==> config.mk <==
export PLATFORM = sky130hd
export DESIGN_NAME = qos_wrr_arbiter
export DESIGN_NICKNAME = d
export VERILOG_FILES = /design/src/rtl/qos_pkg.sv /design/src/rtl/rr_pick.sv /design/src/rtl/qos_wrr_arbiter.sv
export SDC_FILE = /design/constraint.sdc
export NUM_CORES = 1
export LEC_CHECK = 0
export ABC_AREA = 0
export CORE_ASPECT_RATIO = 1.25
export CORE_MARGIN = 2
export CORE_UTILIZATION = 30
export DETAILED_ROUTE_END_ITERATION = 10
export PLACE_DENSITY = 0.74
export SLEW_MARGIN = 20
export SYNTH_ARGS = -nofsm -noshare
export SYNTH_HDL_FRONTEND = slang
export SYNTH_SLANG_ARGS = --single-unit
==> constraint.sdc <==
create_clock -name clk -period 2.83 [get_ports clk]
set_clock_uncertainty 0.05 [all_clocks]
set_input_delay 0.4245 -clock clk [delete_from_list [all_inputs] [get_ports clk]]
set_output_delay 0.4245 -clock clk [all_outputs]
set_load 0.01 [all_outputs]
==> src/rtl/qos_pkg.sv <==
// Shared constants and types for the QoS egress weighted round-robin arbiter.
package qos_pkg;
    localparam int NUM_CLASSES = 4;
    localparam int DATA_W      = 12;
    localparam int CLASS_MSB   = 11;
    localparam int CLASS_LSB   = 10;
    localparam int CNT_W       = 4;

    typedef logic [1:0] class_t;

    localparam int W_P0 = 4;
    localparam int W_P1 = 3;
    localparam int W_P2 = 2;
    localparam int W_P3 = 1;
endpackage

==> src/rtl/rr_pick.sv <==
// Round-robin picker: first requesting class at or after ptr, in cyclic order.
module rr_pick
    import qos_pkg::*;
(
    input  logic [3:0] req,
    input  class_t     ptr,
    output logic       gnt_valid,
    output class_t     gnt_idx
);
    logic [7:0] doubled;
    logic [3:0] rotated;
    class_t     offset;

    // Bit i of rotated is req[(ptr + i) mod 4].
    assign doubled = {req, req};
    assign rotated = doubled[ptr +: 4];

    always_comb begin
        offset = '0;
        for (int i = 3; i >= 0; i--) begin
            if (rotated[i]) begin
                offset = class_t'(i);
            end
        end
    end

    assign gnt_valid = |req;
    assign gnt_idx   = ptr + offset;
endmodule

==> src/rtl/qos_wrr_arbiter.sv <==
// Weighted round-robin drain of four class FIFOs into one downstream FIFO,
// with a single-word pop-to-push pipeline stage.
module qos_wrr_arbiter
    import qos_pkg::*;
#(
    parameter int DATA_W = qos_pkg::DATA_W,
    parameter int W0     = W_P0,
    parameter int W1     = W_P1,
    parameter int W2     = W_P2,
    parameter int W3     = W_P3,
    parameter int CNT_W  = qos_pkg::CNT_W
) (
    input  logic                clk,
    input  logic                reset,
    input  logic [4*DATA_W-1:0] fifo_data,
    input  logic [3:0]          emptyFIFO,
    input  logic                almost_full_out,
    output logic [3:0]          pop,
    output logic                push_out,
    output logic [DATA_W-1:0]   data_out,
    output class_t              grant_class,
    output logic                idle
);
    logic [3:0][CNT_W-1:0] weight;
    logic [3:0]            elig;
    logic                  stall;
    logic                  gnt_valid;
    logic                  grant;
    class_t                gnt_idx;
    class_t                next_class;
    logic [CNT_W-1:0]      eff;

    class_t                ptr;
    logic [CNT_W-1:0]      cnt;
    logic                  valid_q;
    class_t                sel_q;

    class_t                init_ptr;
    logic [CNT_W-1:0]      init_cnt;
    logic                  init_found;

    assign weight = {CNT_W'(W3), CNT_W'(W2), CNT_W'(W1), CNT_W'(W0)};

    always_comb begin
        for (int k = 0; k < 4; k++) begin
            elig[k] = !emptyFIFO[k] && (weight[k] != '0);
        end
    end

    // Reset starts at the first class that has a nonzero weight.
    always_comb begin
        init_ptr   = '0;
        init_cnt   = '0;
        init_found = 1'b0;
        for (int k = 0; k < 4; k++) begin
            if (!init_found && weight[k] != '0) begin
                init_ptr   = class_t'(k);
                init_cnt   = weight[k];
                init_found = 1'b1;
            end
        end
    end

    rr_pick u_pick (
        .req       (elig),
        .ptr       (ptr),
        .gnt_valid (gnt_valid),
        .gnt_idx   (gnt_idx)
    );

    assign stall      = almost_full_out || reset;
    assign grant      = gnt_valid && !stall;
    assign pop        = grant ? (4'b0001 << gnt_idx) : 4'b0000;
    assign next_class = gnt_idx + 2'd1;
    // Leaving the current class forfeits its leftover credit.
    assign eff        = (gnt_idx == ptr) ? cnt : weight[gnt_idx];

    always_ff @(posedge clk) begin
        if (reset) begin
            ptr     <= init_ptr;
            cnt     <= init_cnt;
            valid_q <= 1'b0;
            sel_q   <= '0;
        end else begin
            valid_q <= grant;
            sel_q   <= gnt_idx;
            if (grant) begin
                if (eff <= CNT_W'(1)) begin
                    ptr <= next_class;
                    cnt <= weight[next_class];
                end else begin
                    ptr <= gnt_idx;
                    cnt <= eff - CNT_W'(1);
                end
            end
        end
    end

    assign push_out    = valid_q;
    assign data_out    = valid_q ? fifo_data[int'(sel_q)*DATA_W +: DATA_W] : '0;
    assign grant_class = valid_q ? sel_q : '0;
    assign idle        = (&emptyFIFO) && !valid_q;
endmodule

After elaboration in Yosys (flattened, before gate mapping)
Cells that the tools add are included.
Widths: inputs -> output; s select.
{ "op_classes": {"addsub": 3, "multipliers": 1, "n_lt_le_gt_ge": 3, "n_eq_ne": 1, "n_shift": 3, "mux": 14, "reduce_logical": 11} }
{ "ops": {"columns": ["cell", "count"], "rows": [
  ["$shiftx 48x7->12", 1],
  ["$mux 4", 5],
  ["$bmux 4 s2", 2],
  ["$mux 12", 1],
  ["$mux 2", 6],
  ["$shiftx 8x3->4", 1],
  ["$logic_not 1->1", 6],
  ["$lt 2x3->1 const B", 2],
  ["$le 4x1->1 const B", 1],
  ["$mul 2x2->4 const B", 1],
  ["$reduce_and 4->1", 1],
  ["$reduce_or 4->1", 1],
  ["$shl 1x2->4 const A", 1],
  ["$sub 4x1->4 const B", 1],
  ["$add 2x1->2 const B", 1],
  ["$add 2x2->2", 1],
  ["$eq 2x2->1", 1],
  ["$logic_and 1x1->1", 2],
  ["$logic_or 1x1->1", 1]
]} }
{ "word_totals": {"ff_bits": 9, "output_inout_bits": 20, "wordCells": 40} }

Depth between registers and ports, before layout
{ "logic_depth": {"depth_word": 12, "ltp_mapped": 13, "ltp_nobuf": 12} }

Cells and area by module
A second synthesis with hierarchy kept.
{ "unflattened": {"hier_cells": 128, "area_unflattened_um2": 1183.6} }
{ "modules_own_cells": {"columns": ["mod", "n_inst", "cells_each", "area_per_inst_um2", "seq_area_each_um2"], "rows": [
  ["qos_wrr_arbiter", 1, 106, 1022.2, 180.2],
  ["rr_pick", 1, 22, 161.4, 0.0]
]} }

Least setup slack after synthesis
OpenSTA, ideal clock, no wires.
{ "synth_timing": {"kind": "reg-to-reg", "startpoint": "reg ptr[0]", "endpoint": "reg cnt[0]", "setup_time_ns": 0.120, "t_arrival_ns": 2.317, "required_time_ns": 2.660, "slack_ns": 0.344, "stages_incl_launch_ff": 14, "n_path_buf": 2, "period_less_slack_ns": 2.486, "path_cell_list": "dfxtp_1 buf_6 nor2_1 o2bb2ai_1 o21ai_0 o211ai_1 ha_1 buf_2 xor2_1 nor2b_1 nor3_1 and4_1 nor3b_1 a211o_1"} }
{ "synth_via": {"elab_chain_len": 11, "word_cells_on_any_way": 16, "classes_between": "add/sub: 3; order compare: 1; eq/ne: 1; shift: 1; mux: 10"} }
{ "synth_lines": {"columns": ["element", "line_no", "rtl"], "rows": [
  ["start, declared", "qos_wrr_arbiter.sv:33", "class_t ptr;"],
  ["start signal, assigned", "qos_wrr_arbiter.sv:80", "ptr <= init_ptr;"],
  ["start signal, assigned", "qos_wrr_arbiter.sv:89", "ptr <= next_class;"],
  ["start signal, assigned", "qos_wrr_arbiter.sv:92", "ptr <= gnt_idx;"],
  ["$shiftx 8x3->4", "rr_pick.sv:16", "assign rotated = doubled[ptr +: 4];"],
  ["$mux 2 (4 in a row)", "rr_pick.sv:21", "if (rotated[i]) begin"],
  ["$add 2x2->2 (*)", "rr_pick.sv:28", "assign gnt_idx = ptr + offset;"],
  ["net gnt_idx[0]", "qos_wrr_arbiter.sv:29", "class_t gnt_idx;"],
  ["$bmux 4 s2", "qos_wrr_arbiter.sv:76", "assign eff = (gnt_idx == ptr) ? cnt : weight[gnt_idx];"],
  ["$mux 4 (implied by the code)", "qos_wrr_arbiter.sv:76", null],
  ["$mux 4", "qos_wrr_arbiter.sv:76", null],
  ["$sub 4x1->4 or $le 4x1->1 (tied branches)", "qos_wrr_arbiter.sv:93, qos_wrr_arbiter.sv:88", null],
  ["$mux 4 (*)", "qos_wrr_arbiter.sv:88", "if (eff <= CNT_W'(1)) begin"],
  ["end signal, assigned", "qos_wrr_arbiter.sv:81", "cnt <= init_cnt;"],
  ["end signal, assigned", "qos_wrr_arbiter.sv:90", "cnt <= weight[next_class];"],
  ["end signal, assigned", "qos_wrr_arbiter.sv:93", "cnt <= eff - CNT_W'(1);"],
  ["end, declared", "qos_wrr_arbiter.sv:34", "logic [CNT_W-1:0] cnt;"]
]} }
The timed path passes the listed nets; every way through them passes the cells marked *. The select of a mux whose other input is x is not followed.
A chain may end at the register's enable or synchronous reset.

Worst setup path in the final report
{ "layout_timing": {"startpoint": "in emptyFIFO[1]", "endpoint": "out pop[1]"} }
{ "layout_via": {"elab_chain_len": 9, "word_cells_on_any_way": 11, "classes_between": "add/sub: 1; shift: 2; mux: 5; reduce/logical: 3"} }
{ "layout_lines": {"columns": ["element", "line_no", "rtl"], "rows": [
  ["start, declared", "qos_wrr_arbiter.sv:16", "input logic [3:0] emptyFIFO,"],
  ["$logic_not 1->1 (*)", "qos_wrr_arbiter.sv:46", "elig[k] = !emptyFIFO[k] && (weight[k] != '0);"],
  ["$shiftx 8x3->4", "rr_pick.sv:16", null],
  ["$mux 2 (4 in a row)", "rr_pick.sv:21", null],
  ["$add 2x2->2", "rr_pick.sv:28", null],
  ["$shl 1x2->4", "qos_wrr_arbiter.sv:73", "assign pop = grant ? (4'b0001 << gnt_idx) : 4'b0000;"],
  ["$mux 4 (*)", "qos_wrr_arbiter.sv:73", null],
  ["end, declared", "qos_wrr_arbiter.sv:18", "output logic [3:0] pop,"]
]} }
Every way passes the cells marked *; elsewhere a longest branch is shown, timed or not.

==> qor.yml <==
status: "completed"
netlist_area_um2: 1187
dr.pass1.iters: 4
finalPower_mw: 1.642
place_ws_ns: -0.3442
cts_tree: "yes"
htree_num_levels: 1
drcViolationCount: 0
p_per_area_nw_per_um2: 734.8
endpoint_kind: "primary output"
synth_cells: 133
rsz0062_at_grt: "false"
reg2reg_slack_ns: 0.35
boundaryPins: 75
grt_start_max_net_pins: 17
row_count: 25
drtIter0Drc: 62
worstSkewPairLatency_ns: 0.24
crit_arrival_ns: 2.26
finalCritPeriodShare_pct: 96.73
hold_depth: 2
die_area_um2: 4480
worst_slew_pin_slew_ns: 0.5594
cts.sinks: 9
synth.avg_cell_area_um2: 8.928
dr_wl_met3_um: 428
antenna_found_initial: 0
coreArea_um2: 3785
leakagePower_nw: 0.8637
clk_pin_slew_ns: 0.04
layout_setup_ws_ns: 0.09254
synth_cell_type_count: 50
layout-drive-gt1-share_pct: 26.18
grt_pass1_vias: 1418
period_needed_ns: 2.737
min_from: "cnt[3]"
cp_slowest_cell: "xnor3_2"
postCtsHoldBufs: 0
wl_um: 4030
worstRegToRegCells: 13
critPathLaunch: "emptyFIFO[1]"
critPathMaxStageDelay_ns: 0.36
vias_per_cell: 5.164
drv_cap: 0
synth_nets: 189
slew_viol_final: 0
grtUsageTotal_pct: 17.47
fmaxAchievable_mhz: 365.3
vdd.ir_drop.worst_uv: 438.3
critPathBufInv: 4
gp_congestion: 0.8398
ys_ff_latch: 9
cts_buffer_depth: 2
io_buffers: 74
synth-main-ff-cell: "dfxtp_1"
die_h_um: 74.34
cpMostUsedCell: "buf_4"
worstPathRequired_ns: 2.36
grt-ovfl-total: 0
slew_headroom_pct: 62.65
met2_length_um: 2177
met1_length_um: 1396
critical_path.top_delay_family: "buffers and inverters"
synth_edf_count: 0
synthToLayoutAreaGrowth_pct: 88.20
worstPathCellList: "dlygate4sd2_1 > buf_4 > and2_2 > o32ai_4 > nor2_2 > xnor3_2 > buf_4 > and2_1 > clkdlybuf4s15_1"
die_w_um: 60.27
grt_pass1_wl_um: 6147
crit_type: "in -> out"
top_layer_used: "met4"
detail-route-antenna-nets: 0
crit_fanout: 4
ys_seq_area_share_pct: 15.17
finalSetupViolations: 0
root_buffer: "clkbuf_8"
cts_buffers: 3
rr_endpoint: "cnt[2]"
async_reset_ff_share_pct: 0
final_nets: 290
start_kind: "input pin"
setup.worst_path.end: "pop[1]"
worstHoldPathType: "reg -> reg"
setup_tns_ns: 0
initial_core_util_pct: 31.37
hold_viol_final: 0
worstSetupPathDepth: 9
wl_per_cell_um: 14.04
yosys_warnings: 0
diodes: 0
hpwl_um: 3311
reg2reg_from: "ptr[0]"
via_count: 1482
cell usage in the layout (no fill, tap or decap), types with 2 or more instances in the layout:
| cell type | count |
|---|---|
| dfxtp_1 | 8 |
| a21o_1 | 2 |
| clkdlybuf4s50_1 | 66 |
| buf_4 | 28 |
| a21oi_1 | 6 |
| nor2b_1 | 4 |
| nand3_1 | 3 |
| nor2_1 | 8 |
| xor2_1 | 2 |
| and2_1 | 16 |
| clkbuf_8 | 3 |
| inv_1 | 4 |
| nor3_1 | 5 |
| nor3_2 | 2 |
| o211ai_1 | 3 |
| a22o_1 | 2 |
| mux4_2 | 12 |
| dlygate4sd2_1 | 4 |
| clkdlybuf4s15_1 | 3 |
| nand2_1 | 10 |
| o21ai_0 | 5 |
| nand2b_1 | 3 |
per-stage QoR:
| step | std cells | util, % | cell area (um^2) | hold slack (ns) |
|---|---|---|---|---|
| 3_3_place_gp | 282 | 57.19 | 2165 | 0.4030 |
| 5_1_grt | 287 | 59.04 | 2235 | 0.4635 |
| 4_1_cts | 287 | 58.91 | 2230 | 0.4234 |
| 3_5_place_dp | 282 | 57.19 | 2165 | 0.4137 |
| 2_1_floorplan | 133 | - | 1187 | 0.3897 |
| 6_report | 287 | 59.04 | 2235 | 0.4188 |
worst register-to-register path, stage by stage (launching register included):
cell and delay (ns):
dfxtp_2 0.39, inv_1 0.07, nand2_1 0.06, o221ai_1 0.11
o21ai_0 0.10, o211ai_1 0.12, ha_2 0.35, buf_4 0.12
xor2_1 0.19, nor2b_1 0.12, nand2b_1 0.18, a22o_1 0.19
a22o_1 0.18, a21o_1 0.17
how the worst min path moves through the flow:
stage	to	slack, ns
floorplan	cnt[3]	0.39
global placement	cnt[3]	0.40
detailed placement	cnt[3]	0.41
CTS	cnt[3]	0.42
global route	cnt[3]	0.46
finish	cnt[3]	0.42
state kept, by name, summed over array words and instances (netlist names):
register  count
cnt           4
ptr           2
sel_q         2
push_out      1
where the power goes:
part / switching (mW) / total, mW / internal [mW]
clock network: 0.0530 / 0.151 / 0.0983
logic: 0.519 / 1.23 / 0.712
registers: 0.0842 / 0.259 / 0.175
total: 0.657 / 1.64 / 0.985
repair_timing:
action                                  in CTS  in global routing
endpoints found under the setup margin       4                  3
resized for setup                           13                  6
buffers inserted                             1                  0
pin swaps                                    2                  2
Yosys cell counts (2+ instances only):
| master | n | area share [%] |
|---|---|---|
| inv_1 | 4 | 1.3 |
| nor2_1 | 9 | 2.8 |
| dfxtp_1 | 9 | 15 |
| xor2_1 | 2 | 1.5 |
| a21o_1 | 2 | 1.3 |
| and2_1 | 16 | 8.4 |
| a22o_1 | 2 | 1.5 |
| nand2_1 | 10 | 3.2 |
| o21ai_0 | 5 | 2.1 |
| a21oi_1 | 6 | 2.5 |
| nor3_1 | 6 | 2.5 |
| nand2b_1 | 3 | 1.6 |
| o211ai_1 | 3 | 1.9 |
| nor3b_1 | 2 | 1.3 |
| buf_2 | 3 | 1.3 |
| nand3_1 | 3 | 1.3 |
| nor2b_1 | 4 | 2.1 |
| mux4_2 | 12 | 23 |
routing by layer:
layer / track usage, % / vias to the layer above
met5: 0 / -
met4: 3.704 / 0
met3: 3.130 / 6
met2: 34.90 / 79
met1: 18.38 / 692
li1: - / 705
final cells by class:
class	count	area (um^2)
flip-flops and latches	9	181.4
repair buffers	102	940.9
well taps	54	67.56
fillers	356	1550
clock buffers	4	45.04
inverters	5	18.77
multi-input cells	113	980.9
cells by family (layout without fill, tap and decap cells):
family	Yosys count	in the layout	share of synthesized area [%]
AO/OA/AOI/OAI	33	33	21.92
XOR/XNOR	3	3	3.477
adder cells (fa/ha/maj)	1	1	1.054
buffers and inverters	11	111	4.424
flip-flops	9	9	15.17
multiplexers	13	13	23.60
AND/OR/NAND/NOR	63	63	30.35
No activity file was read; power rests on OpenSTA's default activity.
